### src/rtl/sw_job_scheduler.sv
// sw_job_scheduler: spreads Smith-Waterman alignment jobs over NUM_ACC accelerator slots
// and returns tagged results through a single round-robin arbitrated valid/ready stream.
module sw_job_scheduler #(
    parameter int L       = 8,
    parameter int NUM_ACC = 2,
    parameter int TAG_W   = 4,
    parameter int TIMEOUT = 255,
    parameter int MASK    = 2
) (
    input  logic                         clk,
    input  logic                         reset,
    input  logic                         job_valid,
    output logic                         job_ready,
    input  logic [3*L-1:0]               job_r,
    input  logic [3*L-1:0]               job_q,
    input  logic [TAG_W-1:0]             job_tag,
    output logic [NUM_ACC-1:0]           acc_start,
    output logic [NUM_ACC*3*L-1:0]       acc_r,
    output logic [NUM_ACC*3*L-1:0]       acc_q,
    input  logic [NUM_ACC-1:0]           acc_done,
    input  logic [NUM_ACC*(3*L+6)-1:0]   acc_r_aln,
    input  logic [NUM_ACC*(3*L+6)-1:0]   acc_q_aln,
    output logic                         res_valid,
    input  logic                         res_ready,
    output logic [3*L+5:0]               res_r,
    output logic [3*L+5:0]               res_q,
    output logic [TAG_W-1:0]             res_tag,
    output logic                         res_timeout,
    output logic [NUM_ACC-1:0]           busy
);
    localparam int SW = 3 * L;
    localparam int AW = 3 * L + 6;
    localparam int PW = (NUM_ACC > 1) ? $clog2(NUM_ACC) : 1;
    localparam logic [7:0] MASK_C    = 8'(MASK);
    localparam logic [7:0] TIMEOUT_C = 8'(TIMEOUT);

    typedef enum logic [1:0] {S_IDLE, S_LAUNCH, S_RUN, S_HOLD} slot_state_e;

    slot_state_e      state_q [NUM_ACC];
    slot_state_e      state_d [NUM_ACC];
    logic [SW-1:0]    r_q     [NUM_ACC];
    logic [SW-1:0]    r_d     [NUM_ACC];
    logic [SW-1:0]    q_q     [NUM_ACC];
    logic [SW-1:0]    q_d     [NUM_ACC];
    logic [TAG_W-1:0] tag_q   [NUM_ACC];
    logic [TAG_W-1:0] tag_d   [NUM_ACC];
    logic [7:0]       cnt_q   [NUM_ACC];
    logic [7:0]       cnt_d   [NUM_ACC];
    logic [AW-1:0]    aln_r_q [NUM_ACC];
    logic [AW-1:0]    aln_r_d [NUM_ACC];
    logic [AW-1:0]    aln_q_q [NUM_ACC];
    logic [AW-1:0]    aln_q_d [NUM_ACC];
    logic             to_q    [NUM_ACC];
    logic             to_d    [NUM_ACC];

    logic [PW-1:0]    ptr_q, ptr_d;
    logic             res_valid_q, res_valid_d;
    logic [AW-1:0]    res_r_q, res_r_d;
    logic [AW-1:0]    res_q_q, res_q_d;
    logic [TAG_W-1:0] res_tag_q, res_tag_d;
    logic             res_timeout_q, res_timeout_d;

    logic             free_found, hold_found, accept, load;
    logic [PW-1:0]    free_idx, gnt_idx;

    // Slot selection: lowest IDLE slot takes a new job; HOLD slots compete for the output.
    always_comb begin
        free_found = 1'b0;
        free_idx   = '0;
        hold_found = 1'b0;
        gnt_idx    = '0;
        for (int i = NUM_ACC - 1; i >= 0; i--) begin
            if (state_q[i] == S_IDLE) begin
                free_found = 1'b1;
                free_idx   = PW'(i);
            end
            if (state_q[i] == S_HOLD) begin
                hold_found = 1'b1;
                gnt_idx    = PW'(i);
            end
        end
        // Wrap-around search: a HOLD slot at or above the pointer beats any below it.
        for (int i = NUM_ACC - 1; i >= 0; i--) begin
            if (state_q[i] == S_HOLD && PW'(i) >= ptr_q) gnt_idx = PW'(i);
        end
        accept = job_valid && free_found;
        load   = hold_found && (!res_valid_q || res_ready);
    end

    always_comb begin
        // NOTE: every _d starts from its held value so no path through this block infers a latch.
        ptr_d         = ptr_q;
        res_valid_d   = res_valid_q;
        res_r_d       = res_r_q;
        res_q_d       = res_q_q;
        res_tag_d     = res_tag_q;
        res_timeout_d = res_timeout_q;
        for (int i = 0; i < NUM_ACC; i++) begin
            state_d[i] = state_q[i];
            r_d[i]     = r_q[i];
            q_d[i]     = q_q[i];
            tag_d[i]   = tag_q[i];
            cnt_d[i]   = cnt_q[i];
            aln_r_d[i] = aln_r_q[i];
            aln_q_d[i] = aln_q_q[i];
            to_d[i]    = to_q[i];
            case (state_q[i])
                S_IDLE: begin
                    if (accept && free_idx == PW'(i)) begin
                        state_d[i] = S_LAUNCH;
                        r_d[i]     = job_r;
                        q_d[i]     = job_q;
                        tag_d[i]   = job_tag;
                    end
                end
                S_LAUNCH: begin
                    state_d[i] = S_RUN;
                    cnt_d[i]   = '0;
                end
                S_RUN: begin
                    cnt_d[i] = cnt_q[i] + 8'd1;
                    // Early done is stale ready from the previous job; done beats timeout.
                    if (cnt_q[i] >= MASK_C && acc_done[i]) begin
                        state_d[i] = S_HOLD;
                        aln_r_d[i] = acc_r_aln[i*AW +: AW];
                        aln_q_d[i] = acc_q_aln[i*AW +: AW];
                        to_d[i]    = 1'b0;
                    end else if (cnt_q[i] == TIMEOUT_C) begin
                        state_d[i] = S_HOLD;
                        aln_r_d[i] = '0;
                        aln_q_d[i] = '0;
                        to_d[i]    = 1'b1;
                    end
                end
                S_HOLD: begin
                    if (load && gnt_idx == PW'(i)) state_d[i] = S_IDLE;
                end
                default: state_d[i] = S_IDLE;
            endcase
        end
        if (load) begin
            res_valid_d   = 1'b1;
            res_r_d       = aln_r_q[gnt_idx];
            res_q_d       = aln_q_q[gnt_idx];
            res_tag_d     = tag_q[gnt_idx];
            res_timeout_d = to_q[gnt_idx];
            ptr_d         = (gnt_idx == PW'(NUM_ACC - 1)) ? '0 : gnt_idx + PW'(1);
        end else if (res_ready) begin
            res_valid_d = 1'b0;
        end
    end

    // NOTE: sequential state is written with non-blocking assignments only, here and nowhere else.
    always_ff @(posedge clk or posedge reset) begin
        if (reset) begin
            // NOTE: the per-slot payload arrays are reset too, so acc_r/acc_q read zero after reset.
            for (int i = 0; i < NUM_ACC; i++) begin
                state_q[i] <= S_IDLE;
                r_q[i]     <= '0;
                q_q[i]     <= '0;
                tag_q[i]   <= '0;
                cnt_q[i]   <= '0;
                aln_r_q[i] <= '0;
                aln_q_q[i] <= '0;
                to_q[i]    <= 1'b0;
            end
            ptr_q         <= '0;
            res_valid_q   <= 1'b0;
            res_r_q       <= '0;
            res_q_q       <= '0;
            res_tag_q     <= '0;
            res_timeout_q <= 1'b0;
        end else begin
            for (int i = 0; i < NUM_ACC; i++) begin
                state_q[i] <= state_d[i];
                r_q[i]     <= r_d[i];
                q_q[i]     <= q_d[i];
                tag_q[i]   <= tag_d[i];
                cnt_q[i]   <= cnt_d[i];
                aln_r_q[i] <= aln_r_d[i];
                aln_q_q[i] <= aln_q_d[i];
                to_q[i]    <= to_d[i];
            end
            ptr_q         <= ptr_d;
            res_valid_q   <= res_valid_d;
            res_r_q       <= res_r_d;
            res_q_q       <= res_q_d;
            res_tag_q     <= res_tag_d;
            res_timeout_q <= res_timeout_d;
        end
    end

    always_comb begin
        job_ready = free_found;
        acc_start = '0;
        busy      = '0;
        acc_r     = '0;
        acc_q     = '0;
        for (int i = 0; i < NUM_ACC; i++) begin
            acc_start[i]        = (state_q[i] == S_LAUNCH);
            busy[i]             = (state_q[i] != S_IDLE);
            acc_r[i*SW +: SW]   = r_q[i];
            acc_q[i*SW +: SW]   = q_q[i];
        end
        res_valid   = res_valid_q;
        res_r       = res_r_q;
        res_q       = res_q_q;
        res_tag     = res_tag_q;
        res_timeout = res_timeout_q;
    end

endmodule

### config.mk
export PLATFORM = sky130hd
export DESIGN_NAME = sw_job_scheduler
export DESIGN_NICKNAME = d
export VERILOG_FILES = /design/src/rtl/sw_job_scheduler.sv
export SDC_FILE = /design/constraint.sdc
export NUM_CORES = 1
export LEC_CHECK = 0
export ABC_AREA = 0
export CAP_MARGIN = 20
export CORE_MARGIN = 3
export CORE_UTILIZATION = 48
export DETAILED_ROUTE_END_ITERATION = 6
export PLACE_DENSITY = 0.77
export REMOVE_ABC_BUFFERS = 1
export SETUP_SLACK_MARGIN = 0.05
export SLEW_MARGIN = 20
export SYNTH_ARGS = -nofsm -noshare
export SYNTH_HDL_FRONTEND = slang
export SYNTH_SLANG_ARGS = --single-unit
### constraint.sdc
create_clock -name clk -period 12.5 [get_ports clk]
set_input_delay 2.5 -clock clk [delete_from_list [all_inputs] [get_ports clk]]
set_output_delay 2.5 -clock clk [all_outputs]
set_load 0.01 [all_outputs]
; ---- Word-level counts from Yosys, hierarchy flattened
; Cells that the tools add are included.
[word_totals]
reg_bits = 313
elab_cells = 119
out_inout_bits = 167
inputBits = 178
[op_classes]
n_reduce_logical = 27
n_eq_ne = 14
mux = 45
n_addsub = 3
bitwise = 3
order_cmp = 5
[ops]
columns = op, count
row1 = 30-bit 2-to-1 mux, 12
row2 = 8-bit one-hot mux with 2 select lines, 2
row3 = 1-bit 2-to-1 mux, 18
row4 = 8-bit by 1-bit adder with 8-bit output (second input constant), 2
row5 = 8-bit equality test (second input constant), 2
row6 = 8-bit by 2-bit >= comparator with 1-bit output (second input constant), 2
row7 = 2-bit 2-to-1 mux, 8
row8 = 2-bit one-hot mux with 4 select lines, 2
row9 = 2-bit nonzero test, 7
row10 = 4-bit 2-to-1 mux, 3
row11 = 1-bit logical AND, 10
row12 = 2-bit equality test (second input constant), 4
row13 = 2-bit by 1-bit != test with 1-bit output (second input constant), 4
row14 = 2-bit AND reduction, 4
row15 = 3-bit != test (second input constant), 2
row16 = 3-bit AND reduction, 2
row17 = 2-bit by 1-bit equality test with 1-bit output (second input constant), 2
row18 = 2-bit zero test, 2
row19 = 1-bit >= comparator (first input constant), 2
row20 = 2-bit >= comparator (second input constant), 1
row21 = 1-bit inverter, 2
row22 = 1-bit inverter with 2-bit output, 1
row23 = 1-bit adder (second input constant), 1
row24 = 1-bit zero test, 1
row25 = 1-bit logical OR, 1

; ---- Depth between registers and ports, before layout
; Gate-level depths: netlist of the first run.
[depth]
depth_word = 9
ltp_mapped = 8
mapped_depth_nobuf = 6

; ---- Least setup slack after synthesis of the first run
; OpenSTA, ideal clock, no wires.
[synth_timing]
path_kind = input port to flip-flop
start = input port res_ready
end = register res_q_q[10] (netlist: res_q[10])
n_path_buf = 2
required_ns = 12.374
slack_ns = 8.925
setup_time_ns = 0.126
path_stages = 6
t_arrival_ns = 3.449
cell_sequence = nor2b_1 > nor2_2 > buf_2 > clkbuf_1 > nor2b_1 > a221o_1
[synth_between]
elab_chain_cells = 2
[synth_lines]
columns = item, line
row1 = from (decl), 24  ; input logic res_ready,
row2 = 1-bit logical OR, 87  ; load = hold_found && (!res_valid_q || res_ready);
row3 = 1-bit logical AND, 87
row4 = to (signal assigned), 187  ; res_q_q <= res_q_d;
row5 = to (decl), 59  ; logic [AW-1:0] res_q_q, res_q_d;
; No other way between the ends.
; A chain may end at the register's enable or synchronous reset.

==> impl_metrics.json, run 1 <==
{
  "place_hpwl_um": 21900,
  "maxCapViolCount": 0,
  "grt_pass1_wl_um": 55300,
  "cts_setup_buffers": 0,
  "place.gp.congestion": 0.796,
  "initial_core_util_pct": 49.0,
  "cts-root-buf": "clkbuf_16",
  "startpoint_type": "primary input",
  "endpoint_kind": "async pin",
  "clk-insertion-delay-late_ns": 0.51,
  "avgSynthCellArea_um2": 14.4,
  "die_width_um": 167,
  "synth_seq_cells": 313,
  "area_growth_syn_to_layout_pct": 38.1,
  "die-area_um2": 27800,
  "h-tree-depth": 2,
  "synthArstFlopShare_pct": 100,
  "place_ws_ns": 7.19,
  "hp-start": "tag_q[1]",
  "timing.final.crit_share_pct": 37.2,
  "slowest_stage": "buf_4",
  "cts_tree": "built",
  "wl_per_cell_um": 22.5,
  "critical_path_arrival_ns": 5.22,
  "first_pass_iters": 5,
  "worst_slack_ns": 7.85,
  "totalNegativeSetupSlack_ns": 0,
  "antenna_found_initial": 4,
  "cp-startpoint": "reset",
  "rsz0062_at_grt": "no",
  "cts_resized": 0,
  "syn-cell-area_um2": 12400,
  "ys_seq_area_share_pct": 63.2,
  "via_count": 8879,
  "critPathMaxFanout": 122,
  "ir_drop_mv": 0.161,
  "ant_nets": 0,
  "synth-edff-count": 0,
  "yosys_warnings": 0,
  "coreArea_um2": 25300,
  "synth_flop_cell": "dfrtp_1",
  "outcome": "completed",
  "r2r-start": "cnt_q[0]",
  "grt_max_degree": 123,
  "power-per-cell-area_nw_per_um2": 258,
  "gr-usage-all-layers_pct": 24.9,
  "nNetsFinal": 1382,
  "grt_pass1_vias": 9444,
  "grt.overflow.total": 0,
  "fmax_ghz": 0.215,
  "portBuffers": 344,
  "drc": 0,
  "finalHoldViolations": 0,
  "fp.dieH_um": 167,
  "max_stage_delay_ns": 0.82,
  "cts_sinks": 313,
  "tightest_slew_ns": 0.906,
  "hold_buffers": 0,
  "finalSetupViolations": 0,
  "postSynthCellCount": 859,
  "crit_type": "in2async",
  "finalClockSkew_ns": 0.0158,
  "min_period_ns": 4.65,
  "vias_per_cell": 5.75,
  "crit_required_ns": 13.06,
  "crit_chain": "clkdlybuf4s50_1 > inv_8 > buf_4 > buf_4",
  "drtIter0Drc": 621,
  "drv_slew": 0,
  "wl_um": 34700,
  "clk_path_buf_depth": 3,
  "num_rows": 58,
  "drive_gt1_share_pct": 17.8,
  "min_path_type": "reg2reg",
  "p_leak_nw": 7.64,
  "cts_buffers": 35,
  "slew_headroom_pct": 39.6,
  "ios": 345,
  "ys_types": 45,
  "cp_common_cell": "buf_4",
  "clk_pin_slew_worst_paths_ns": 0.06
}
==> synthesized netlist by cell type, drive strengths merged (5+ instances only) <==
cell,instances,area share (%)
nor4,5,0.35
a22o,122,9.0
inv,14,0.42
clkbuf,11,0.33
a21oi,5,0.20
ha,13,1.3
mux2,105,9.5
nand3,8,0.32
nand2,13,0.39
o21ai,19,0.80
buf,49,2.7
a221o,65,5.3
and2,5,0.27
nor2b,68,3.4
dfrtp,313,63
nor2,13,0.41
==> worst max-delay path, delay by kind of cell <==
family / cells / cell delay, ns
buffers and inverters: 4 / 2.54
==> cell usage in the layout (no fill, tap or decap), types with 6 or more instances in the layout <==
cell type        synthesis  final
clkdlybuf4s50_1          0    344
nand3_1                  8      7
a22o_1                  87     87
clkbuf_1                11     10
nor2_1                  12     10
a22o_2                  35     35
a221o_1                 65     65
dfrtp_1                313    313
clkbuf_16                0     37
o21ai_0                 17     17
inv_1                   14     13
buf_4                    1     11
clkbuf_8                 0      6
nor2b_1                 68     68
ha_1                    13     13
nand2_1                 13     12
mux2_2                 105    105
==> per-layer routing <==
| layer | vias to the layer above | share of wire, % | GRT usage [%] |
|---|---|---|---|
| li1 | 3869 | - | - |
| met1 | 4502 | 41 | 32.6 |
| met2 | 430 | 45 | 37.9 |
| met3 | 74 | 11 | 10.9 |
| met4 | 4 | 3.2 | 7.32 |
| met5 | - | 0.12 | 0 |
==> path summary, 6_finish.rpt <==
| path | end | slack, ns | cells after the start |
|---|---|---|---|
| max in group clk | busy[0] | 8.04 | 4 |
| worst max register to register | aln_r_q[6] | 9.84 | 7 |
| worst min-delay path | res_tag[1] | 0.49 | 1 |
| min in group asynchronous | aln_r_q[14] | 2.52 | 2 |
| worst max-delay path | cnt_q[6] | 7.85 | 4 |
| worst min register to register | res_tag[1] | 0.49 | 1 |
==> state kept, by name (all words and copies together) (netlist names), 2 cells and up <==
name and count:
res_q 30, tag_q 8, state_q 4, aln_q_q 60, acc_r 48, acc_q 48, aln_r_q 60, res_tag 4
to_q 2, res_r 30, cnt_q 16
==> where the power goes <==
group | internal, mW | total [mW] | switching [mW]
Combinational | 0.967 | 1.72 | 0.756
Sequential | 1.45 | 1.69 | 0.242
Clock | 0.595 | 0.988 | 0.393
Total | 3.01 | 4.41 | 1.39
==> logic make-up (layout without fill, tap and decap cells) <==
family,Yosys count,in the layout,share of synthesized area [%]
adder cells (fa/ha/maj),13,13,1.31
other,0,2,0
buffers and inverters,74,428,3.49
AND/OR/NAND/NOR,124,124,5.81
flip-flops,313,313,63.2
XOR/XNOR,1,1,0.0707
multiplexers,108,108,9.79
AO/OA/AOI/OAI,226,226,16.3
==> metrics by stage <==
step	area [µm²]	utilization, %	power (mW)	std cells	hold slack (ns)
after floorplan	12000	-	2.57	799	0.463
after global placement	16000	63.4	3.37	1484	0.480
after detailed placement	16000	63.4	3.42	1484	0.483
after CTS	17100	67.7	4.44	1543	0.500
after global routing	17100	67.7	4.66	1545	0.511
final	17100	67.7	4.41	1545	0.494
==> cell type report <==
type | count | area [µm²]
Fill cell | 1776 | 8150
Sequential cell | 313 | 7830
Multi-Input combinational cell | 472 | 4170
Timing Repair Buffer | 355 | 3530
Clock buffer | 53 | 1050
Tap cell | 330 | 413
Inverter | 14 | 60.1
Clock inverter | 6 | 55.1
Antenna cell | 2 | 5.00
Power figures use the tool's default switching activity.
==> inputs of run 2 (changes only) <==
--- a/config.mk
+++ b/config.mk
@@ -8,9 +8,9 @@
 export ABC_AREA = 0
 export CAP_MARGIN = 20
 export CORE_MARGIN = 3
-export CORE_UTILIZATION = 48
+export CORE_UTILIZATION = 43
 export DETAILED_ROUTE_END_ITERATION = 6
-export PLACE_DENSITY = 0.77
+export PLACE_DENSITY = 0.73
 export REMOVE_ABC_BUFFERS = 1
 export SETUP_SLACK_MARGIN = 0.05
 export SLEW_MARGIN = 20
==> constraint.sdc (replaced) <==
create_clock -name clk -period 4.1 [get_ports clk]
set_input_delay 0.82 -clock clk [delete_from_list [all_inputs] [get_ports clk]]
set_output_delay 0.82 -clock clk [all_outputs]
set_load 0.01 [all_outputs]
==> run 2 against run 1 <==
Worst setup slack got worse by 6.6 ns. Via count increased by 0.46%. Hold slack got worse by 0.0038 ns. Sequential share of layout area decreased by 0.77 points. Die area increased by 11%. Core utilization decreased by 5.8 points. Clock power increased to 3.3 times the previous value. Sequential power increased to 3.1 times the previous value. Critical endpoint is now job_ready. Largest power group unchanged.
==> impl_metrics.json, run 2 (same netlist as run 1, synthesis figures left out) <==
{
  "wl_um": 35400,
  "finalClockSkew_ns": 0.00862,
  "fin_cells": 1600,
  "layout_commonest_cell": "clkdlybuf4s50_1",
  "hold_buffers": 0,
  "initial_core_util_pct": 44.1,
  "place_hpwl_um": 22800,
  "drtIter0Drc": 627,
  "ant_nets": 0,
  "nNetsFinal": 1386,
  "final_area_um2": 17400,
  "timing.final.crit_share_pct": 68.6,
  "rsz0062_at_grt": "no",
  "grt_pass1_vias": 9672,
  "drv_slew": 0,
  "worst_slack_ns": 1.29,
  "p_leak_nw": 7.74,
  "slew_headroom_pct": 42.7,
  "endpoint_kind": "output port",
  "place_ws_ns": 1.30,
  "totalNegativeSetupSlack_ns": 0,
  "fp.dieH_um": 176,
  "first_pass_iters": 5,
  "grt_max_degree": 97,
  "clk_pin_slew_worst_paths_ns": 0.06,
  "drive_gt1_share_pct": 18.4,
  "gr-usage-all-layers_pct": 22.8,
  "finalSetupViolations": 0,
  "cts_setup_buffers": 0,
  "startpoint_type": "register",
  "min_path_type": "reg2reg",
  "portBuffers": 344,
  "multi_input_area_um2": 4170,
  "clk_path_buf_depth": 3,
  "dpl_cell_area_um2": 16200,
  "cts_buffers": 36,
  "min_period_ns": 2.81,
  "num_rows": 61,
  "final_cell_mix": "344 x clkdlybuf4s50_1, 313 x dfrtp_1, 105 x mux2_2",
  "cts-root-buf": "clkbuf_16",
  "vias_per_cell": 5.58,
  "critPathMaxFanout": 6,
  "maxCapViolCount": 0,
  "final_util_pct": 61.9,
  "antenna_found_initial": 5,
  "crit_type": "reg2out",
  "area_growth_syn_to_layout_pct": 40.5,
  "reg.largest.list": "aln_q_q (60), aln_r_q (60)",
  "via_count": 8920,
  "grt_pass1_wl_um": 56100,
  "clk-insertion-delay-late_ns": 0.51,
  "wl_per_cell_um": 22.1,
  "h-tree-depth": 2,
  "ir_drop_mv": 0.622,
  "finalHoldViolations": 0,
  "grt.overflow.total": 0,
  "die-area_um2": 30900,
  "power-per-cell-area_nw_per_um2": 790,
  "cts_resized": 0,
  "seq_area_um2": 7830,
  "fmax_ghz": 0.355,
  "cts_tree": "built",
  "drc": 0,
  "crit_required_ns": 3.28,
  "die_width_um": 176,
  "place.gp.congestion": 0.807,
  "cts_sinks": 313,
  "fillerInstances": 2171,
  "placed_cells": 1535,
  "outcome": "completed",
  "critical_path_arrival_ns": 1.99,
  "coreArea_um2": 28100,
  "ios": 345,
  "tightest_slew_ns": 0.859
}
[run 2: critical path, cell delays in order, from the launching register on]
cell and delay, ns:
dfrtp_1 0.40, inv_1 0.11, ha_1 0.20, inv_1 0.14, nand2_1 0.10, clkdlybuf4s50_1 0.54
[run 2: routing by layer]
layer / up-vias / wire (µm) / global-route usage (%)
met2: 418 / 16200 / 36.1
met1: 4538 / 14100 / 28.9
met4: 8 / 941 / 6.50
met3: 65 / 4030 / 9.45
met5: - / 46 / 0
li1: 3891 / - / -
[run 2: area by class of cell]
cell class | count | area share, %
diodes | 1 | 0.0144
clock buffers | 53 | 6.13
clock inverters | 11 | 0.985
inverters | 14 | 0.345
multi-input cells | 472 | 24.0
flip-flops and latches | 313 | 45.0
well taps | 378 | 2.72
repair buffers | 358 | 20.8
[run 2: path summary, 6_finish.rpt]
path | from | end | slack, ns | cells past startpoint
setup / recovery | state_q[2] | job_ready | 1.29 | 5
hold / removal | tag_q[1] | res_tag[1] | 0.49 | 1
setup reg to reg | cnt_q[1] | aln_q_q[26] | 1.71 | 6
hold reg to reg | tag_q[1] | res_tag[1] | 0.49 | 1
max in group asynchronous | reset | aln_q_q[5] | 2.43 | 3
min in group asynchronous | reset | res_r[3] | 0.85 | 2
[run 2: where the power goes]
part	switching, mW	internal, mW	leakage [nW]
clock	1.24	2.06	0.601
sequential	0.757	4.43	3.92
combinational	2.28	2.98	3.22
total	4.28	9.47	7.74
[run 2: per-stage QoR]
step | power, mW | hold WS [ns]
5_1_grt | 14.5 | 0.512
2_1_floorplan | 7.82 | 0.463
3_3_place_gp | 10.3 | 0.480
6_report | 13.7 | 0.490
4_1_cts | 13.9 | 0.496
3_5_place_dp | 10.5 | 0.483
